## src/rtl/imem_loader.sv

```systemverilog
// ============================================================================
// Module   : imem_loader
// Purpose  : Arbitrates the single-port instruction RAM between the CPU fetch
//            stage and a byte-serial program loader. In IDLE the CPU drives
//            the RAM port. A load request hands the port to the loader. The
//            loader packs four UART bytes big-endian into each word and writes
//            the words at consecutive addresses. It stops on HALT_WORD (which
//            is still written) or when the RAM is full, then returns the port.
// Ports    : i_clk, i_rst_n         clock, async active-low reset
//            i_load_start           one-cycle load request (IDLE only)
//            i_rx_data/valid,o_rx_ready  byte stream handshake
//            i_pc, i_fetch_en       CPU fetch request (byte address)
//            o_cpu_stall            loader owns the RAM port
//            o_ram_addr/din/we/en   RAM port (word address)
//            o_words_loaded         words written by current/last load
//            o_load_done            one-cycle pulse at end of load
//            o_overflow             sticky: RAM filled without HALT
// Revision : 1.0 - initial release
// ============================================================================
`default_nettype none

module imem_loader #(
  parameter int                   RAM_WIDTH = 32,
  parameter int                   RAM_DEPTH = 2048,
  parameter logic [RAM_WIDTH-1:0] HALT_WORD = 32'hFFFFFFFF
) (
  input  logic                 i_clk,
  input  logic                 i_rst_n,
  input  logic                 i_load_start,
  input  logic [7:0]           i_rx_data,
  input  logic                 i_rx_valid,
  output logic                 o_rx_ready,
  input  logic [RAM_WIDTH-1:0] i_pc,
  input  logic                 i_fetch_en,
  output logic                 o_cpu_stall,
  output logic [RAM_WIDTH-1:0] o_ram_addr,
  output logic [RAM_WIDTH-1:0] o_ram_din,
  output logic                 o_ram_we,
  output logic                 o_ram_en,
  output logic [11:0]          o_words_loaded,
  output logic                 o_load_done,
  output logic                 o_overflow
);

  localparam logic [1:0]  c_IDLE  = 2'd0;
  localparam logic [1:0]  c_RECV  = 2'd1;
  localparam logic [1:0]  c_WRITE = 2'd2;
  localparam logic [1:0]  c_DONE  = 2'd3;
  localparam logic [11:0] c_LAST  = 12'(RAM_DEPTH - 1);

  logic [1:0]           r_state;
  logic [1:0]           r_byte_cnt;
  logic [11:0]          r_word_cnt;
  logic [RAM_WIDTH-1:0] r_word;
  logic                 r_overflow;
  logic                 w_accept;

  // The CPU addresses bytes; the RAM is word addressed, so the two low PC
  // bits never reach the RAM.
  logic w_pc_lsb_unused;
  assign w_pc_lsb_unused = ^i_pc[1:0];

  assign w_accept = (r_state == c_RECV) && i_rx_valid;

  always_ff @(posedge i_clk or negedge i_rst_n) begin
    if (!i_rst_n) begin
      r_state    <= c_IDLE;
      r_byte_cnt <= 2'd0;
      r_word_cnt <= 12'd0;
      r_word     <= '0;
      r_overflow <= 1'b0;
    end else begin
      case (r_state)
        c_IDLE: begin
          if (i_load_start) begin
            r_state    <= c_RECV;
            r_byte_cnt <= 2'd0;
            r_word_cnt <= 12'd0;
            r_word     <= '0;
            r_overflow <= 1'b0;
          end
        end
        c_RECV: begin
          if (w_accept) begin
            // First byte of a word ends up in the top byte (big-endian).
            r_word     <= {r_word[RAM_WIDTH-9:0], i_rx_data};
            r_byte_cnt <= r_byte_cnt + 2'd1;
            if (r_byte_cnt == 2'd3) begin
              r_state <= c_WRITE;
            end
          end
        end
        c_WRITE: begin
          r_word_cnt <= r_word_cnt + 12'd1;
          // HALT wins over full, so a HALT in the last slot is not overflow.
          if (r_word == HALT_WORD) begin
            r_state <= c_DONE;
          end else if (r_word_cnt == c_LAST) begin
            r_state    <= c_DONE;
            r_overflow <= 1'b1;
          end else begin
            r_state <= c_RECV;
          end
        end
        c_DONE: begin
          r_state <= c_IDLE;
        end
        default: begin
          r_state <= c_IDLE;
        end
      endcase
    end
  end

  always_comb begin
    o_ram_addr  = '0;
    o_ram_din   = '0;
    o_ram_we    = 1'b0;
    o_ram_en    = 1'b0;
    o_rx_ready  = 1'b0;
    o_load_done = 1'b0;
    o_cpu_stall = 1'b1;
    case (r_state)
      c_IDLE: begin
        // Fetch path is combinational so the CPU sees no extra latency.
        o_ram_addr  = {2'b00, i_pc[RAM_WIDTH-1:2]};
        o_ram_en    = i_fetch_en;
        o_cpu_stall = 1'b0;
      end
      c_RECV: begin
        o_rx_ready = 1'b1;
      end
      c_WRITE: begin
        o_ram_addr = RAM_WIDTH'(r_word_cnt);
        o_ram_din  = r_word;
        o_ram_we   = 1'b1;
        o_ram_en   = 1'b1;
      end
      c_DONE: begin
        o_load_done = 1'b1;
      end
      default: begin
        o_cpu_stall = 1'b1;
      end
    endcase
  end

  assign o_words_loaded = r_word_cnt;
  assign o_overflow     = r_overflow;

endmodule

`default_nettype wire

```

## config.mk

```make
export PLATFORM = sky130hd
export DESIGN_NAME = imem_loader
export DESIGN_NICKNAME = d
export VERILOG_FILES = /design/src/rtl/imem_loader.sv
export SDC_FILE = /design/constraint.sdc
export NUM_CORES = 1
export LEC_CHECK = 0
export ABC_AREA = 1
export CORE_MARGIN = 4
export CORE_UTILIZATION = 25
export DETAILED_ROUTE_END_ITERATION = 16
export GPL_ROUTABILITY_DRIVEN = 0
export GPL_TIMING_DRIVEN = 0
export SKIP_CTS_REPAIR_TIMING = 1
export SKIP_LAST_GASP = 1
export SLEW_MARGIN = 20
export SYNTH_ARGS = -nofsm -noshare
export SYNTH_HDL_FRONTEND = slang
export SYNTH_SLANG_ARGS = --single-unit
```

## constraint.sdc

```tcl
create_clock -name i_clk -period 1.77 [get_ports i_clk]
set_clock_uncertainty 0.05 [all_clocks]
set_input_delay 0.4425 -clock i_clk [delete_from_list [all_inputs] [get_ports i_clk]]
set_output_delay 0.4425 -clock i_clk [all_outputs]
set_load 0.02 [all_outputs]
```

==> impl_metrics.toml <==
[outcome]
status = "complete, but fails checks"
violations = "setup timing"

[power_and_ir_drop]
p_clk_frac = 0.121
ir_drop_mv = 0.550
swShare = 0.452
switchingPower_mw = 2.54
power.total_mw = 5.62
pwr_density_cell_nw_per_um2 = 1250
pwr-share-seq = 0.315
leakage_nw = 2.32
power_frac_comb = 0.564
p_int_mw = 3.08

[final_layout]
final_design_area_no_fill_um2 = 4490
diodes = 0
areaGrowthSynthToFinish_pct = 67.8
finalNetCount = 559
drive_gt1_frac = 0.275

[yosys]
synth_edf_count = 0
yosysTopAreaCellShare = 0.458
syn_inst = 370
ys.flop_type = "dfrtp_1"
synth.most_common_cell = "inv_1"
yosys-top-cells-count = "74 x inv_1, 72 x nor2_1, 56 x nand2_1, 49 x dfrtp_1, 31 x o21ai_0"
synthesis.area_um2 = 2680
synth_warnings = 0
yosysUniqueCellTypes = 23
synth_area_leaders = "dfrtp_1 46%, inv_1 10%, nor2_1 10%, nand2_1 7.9%, o22ai_1 6.1%"
synth_async_sr_flop_share = 1.00
synth_top_cell_by_area = "dfrtp_1"
ys_seq_area_frac = 0.458
ys_ff_latch = 49
avgSynthCellArea_um2 = 7.23

[setup_path]
crit_arrival_ns = 1.58
critPathRequiredTime_ns = 1.28
r2r-end = "o_words_loaded[10]"
cp_max_fo = 10
cp-start-kind = "flop"
reg2reg_slack_ns = 0.14
path_class = "reg -> out"
ff2ff_path_depth = 8
r2r-start = "o_words_loaded[0]"
crit_path_end_kind = "output pin"

[drt]
ant_nets = 0
vias = 2849
wl_per_cell_um = 13.6
wl_um = 8850
firstDrtPassIters = 4
via_per_inst = 4.39
first_iter_violations = 115
route.detailed.drc = 0

[place]
post_dp_cell_area_um2 = 4120
io_buffers = 122
dp_worst_setup_slack_ns = -0.735
hpwl_um = 6850

[die]
start_util = 0.258
coreArea_um2 = 10400
die_area_um2 = 12400
die_w_um = 111
num_rows = 37
die_y_um = 111
design.portCount = 127

[clocking]
root_buffer = "clkbuf_8"
cts_tree = "built"
h-tree-depth = 2
clockBufferDepth = 2
path_clk_slew_ns = 0.09
cts_sinks = 49
clock_latency_ns = 0.30
cts_buffers = 5

[global_routing]
gr-total-overflow = 0
antenna_found_initial = 0
grt_max_degree = 19
grt_pass1_vias = 2742
grt_use_total = 0.132
grt_pass1_wl_um = 13500

[timing]
setup_ws_ns = -0.306
slew_violations = 0
rsz0062_at_grt = "yes"
finalHoldViolations = 0
period_share = 1.17
setup_viol = 65
max_freq_ghz = 0.482
period_minus_slack_ns = 2.08

[flow_run]
drv_cap = 0

[worst_hold_path]
hold_class = "in -> async"
worst max-delay path, cell delays in order (launching register included):
cell,delay (ns)
dfrtp_1,0.40
inv_2,0.09
nor2_4,0.18
inv_4,0.08
buf_8,0.14
buf_12,0.15
nor2_4,0.11
buf_6,0.13
flip-flops by register name, indices dropped and copies added (netlist names):
signal          cells
o_words_loaded     12
r_byte_cnt          2
r_word             32
o_overflow          1
r_state             2
metal layers:
layer  GRT usage  vias to the layer above  wire (um)
met5           0                        -          0
met3      0.0207                        7        316
met4      0.0349                        0        104
li1            -                     1436          -
met1       0.175                     1320       4160
met2       0.225                       86       4270
cell usage in the layout (no fill, tap or decap), types with 2 or more instances in the layout:
master / count
clkbuf_8: 5
dfrtp_1: 48
nor2_1: 49
buf_6: 31
nor2_2: 4
inv_4: 3
buf_16: 2
buf_12: 2
clkbuf_2: 2
nor2_4: 21
o21ai_0: 24
dlymetal6s2s_1: 14
clkdlybuf4s50_1: 41
buf_8: 2
o22ai_1: 26
nor3_1: 3
a21oi_1: 5
conb_1: 2
nand2_1: 55
buf_4: 46
inv_2: 2
o21ai_1: 12
nand3_1: 18
inv_1: 71
ha_1: 2
buf_2: 11
nand2_2: 2
final cells by class:
| cell class | instances | area (um^2) |
|---|---|---|
| Clock buffer | 5 | 68.8 |
| Fill cell | 1067 | 5880 |
| Buffer | 17 | 173 |
| Inverter | 76 | 293 |
| Timing Repair Buffer | 135 | 1320 |
| Multi-Input combinational cell | 228 | 1210 |
| Tap cell | 136 | 170 |
| Clock inverter | 3 | 21.3 |
| Sequential cell | 49 | 1230 |
per-stage QoR:
step | hold slack, ns | util | TNS [ns] | instances
after floorplan | 0.0969 | - | -0.521 | 371
after global placement | 0.407 | 0.392 | -101.95 | 629
after detailed placement | 0.347 | 0.397 | -41.63 | 631
after CTS | 0.0147 | 0.406 | -59.57 | 639
after global routing | 0.0312 | 0.433 | -17.11 | 649
final | 0.00725 | 0.433 | -12.84 | 649
kinds of logic after synthesis:
group / count (synthesis) / share of synthesized area
buffers and inverters: 94 / 0.151
AO/OA/AOI/OAI: 69 / 0.142
AND/OR/NAND/NOR: 155 / 0.238
flip-flops: 49 / 0.458
other: 1 / 0.00140
adder cells (fa/ha/maj): 2 / 0.00935
worst max path at each step:
stage | depth (start not counted) | endpoint | slack (ns) | startpoint
after floorplan | 5 | o_ram_addr[10] | -0.09 | r_state[1]
after global placement | 1 | o_words_loaded[1] | -1.25 | i_rst_n
after detailed placement | 7 | o_ram_addr[11] | -0.73 | r_state[0]
after CTS | 7 | o_ram_addr[11] | -1.08 | r_state[0]
after global routing | 7 | o_ram_din[22] | -0.35 | r_state[1]
final | 7 | o_ram_din[15] | -0.31 | r_state[1]
power by group through the flow:
stage	Combinational, mW	Sequential, mW	Clock, mW
2_1_floorplan	1.64	1.77	0
3_3_place_gp	2.70	1.77	0
3_5_place_dp	2.73	1.79	0
4_1_cts	2.75	1.77	0.702
5_1_grt	3.45	1.82	0.750
6_report	3.17	1.77	0.680
(Power assumes the default switching activity.)
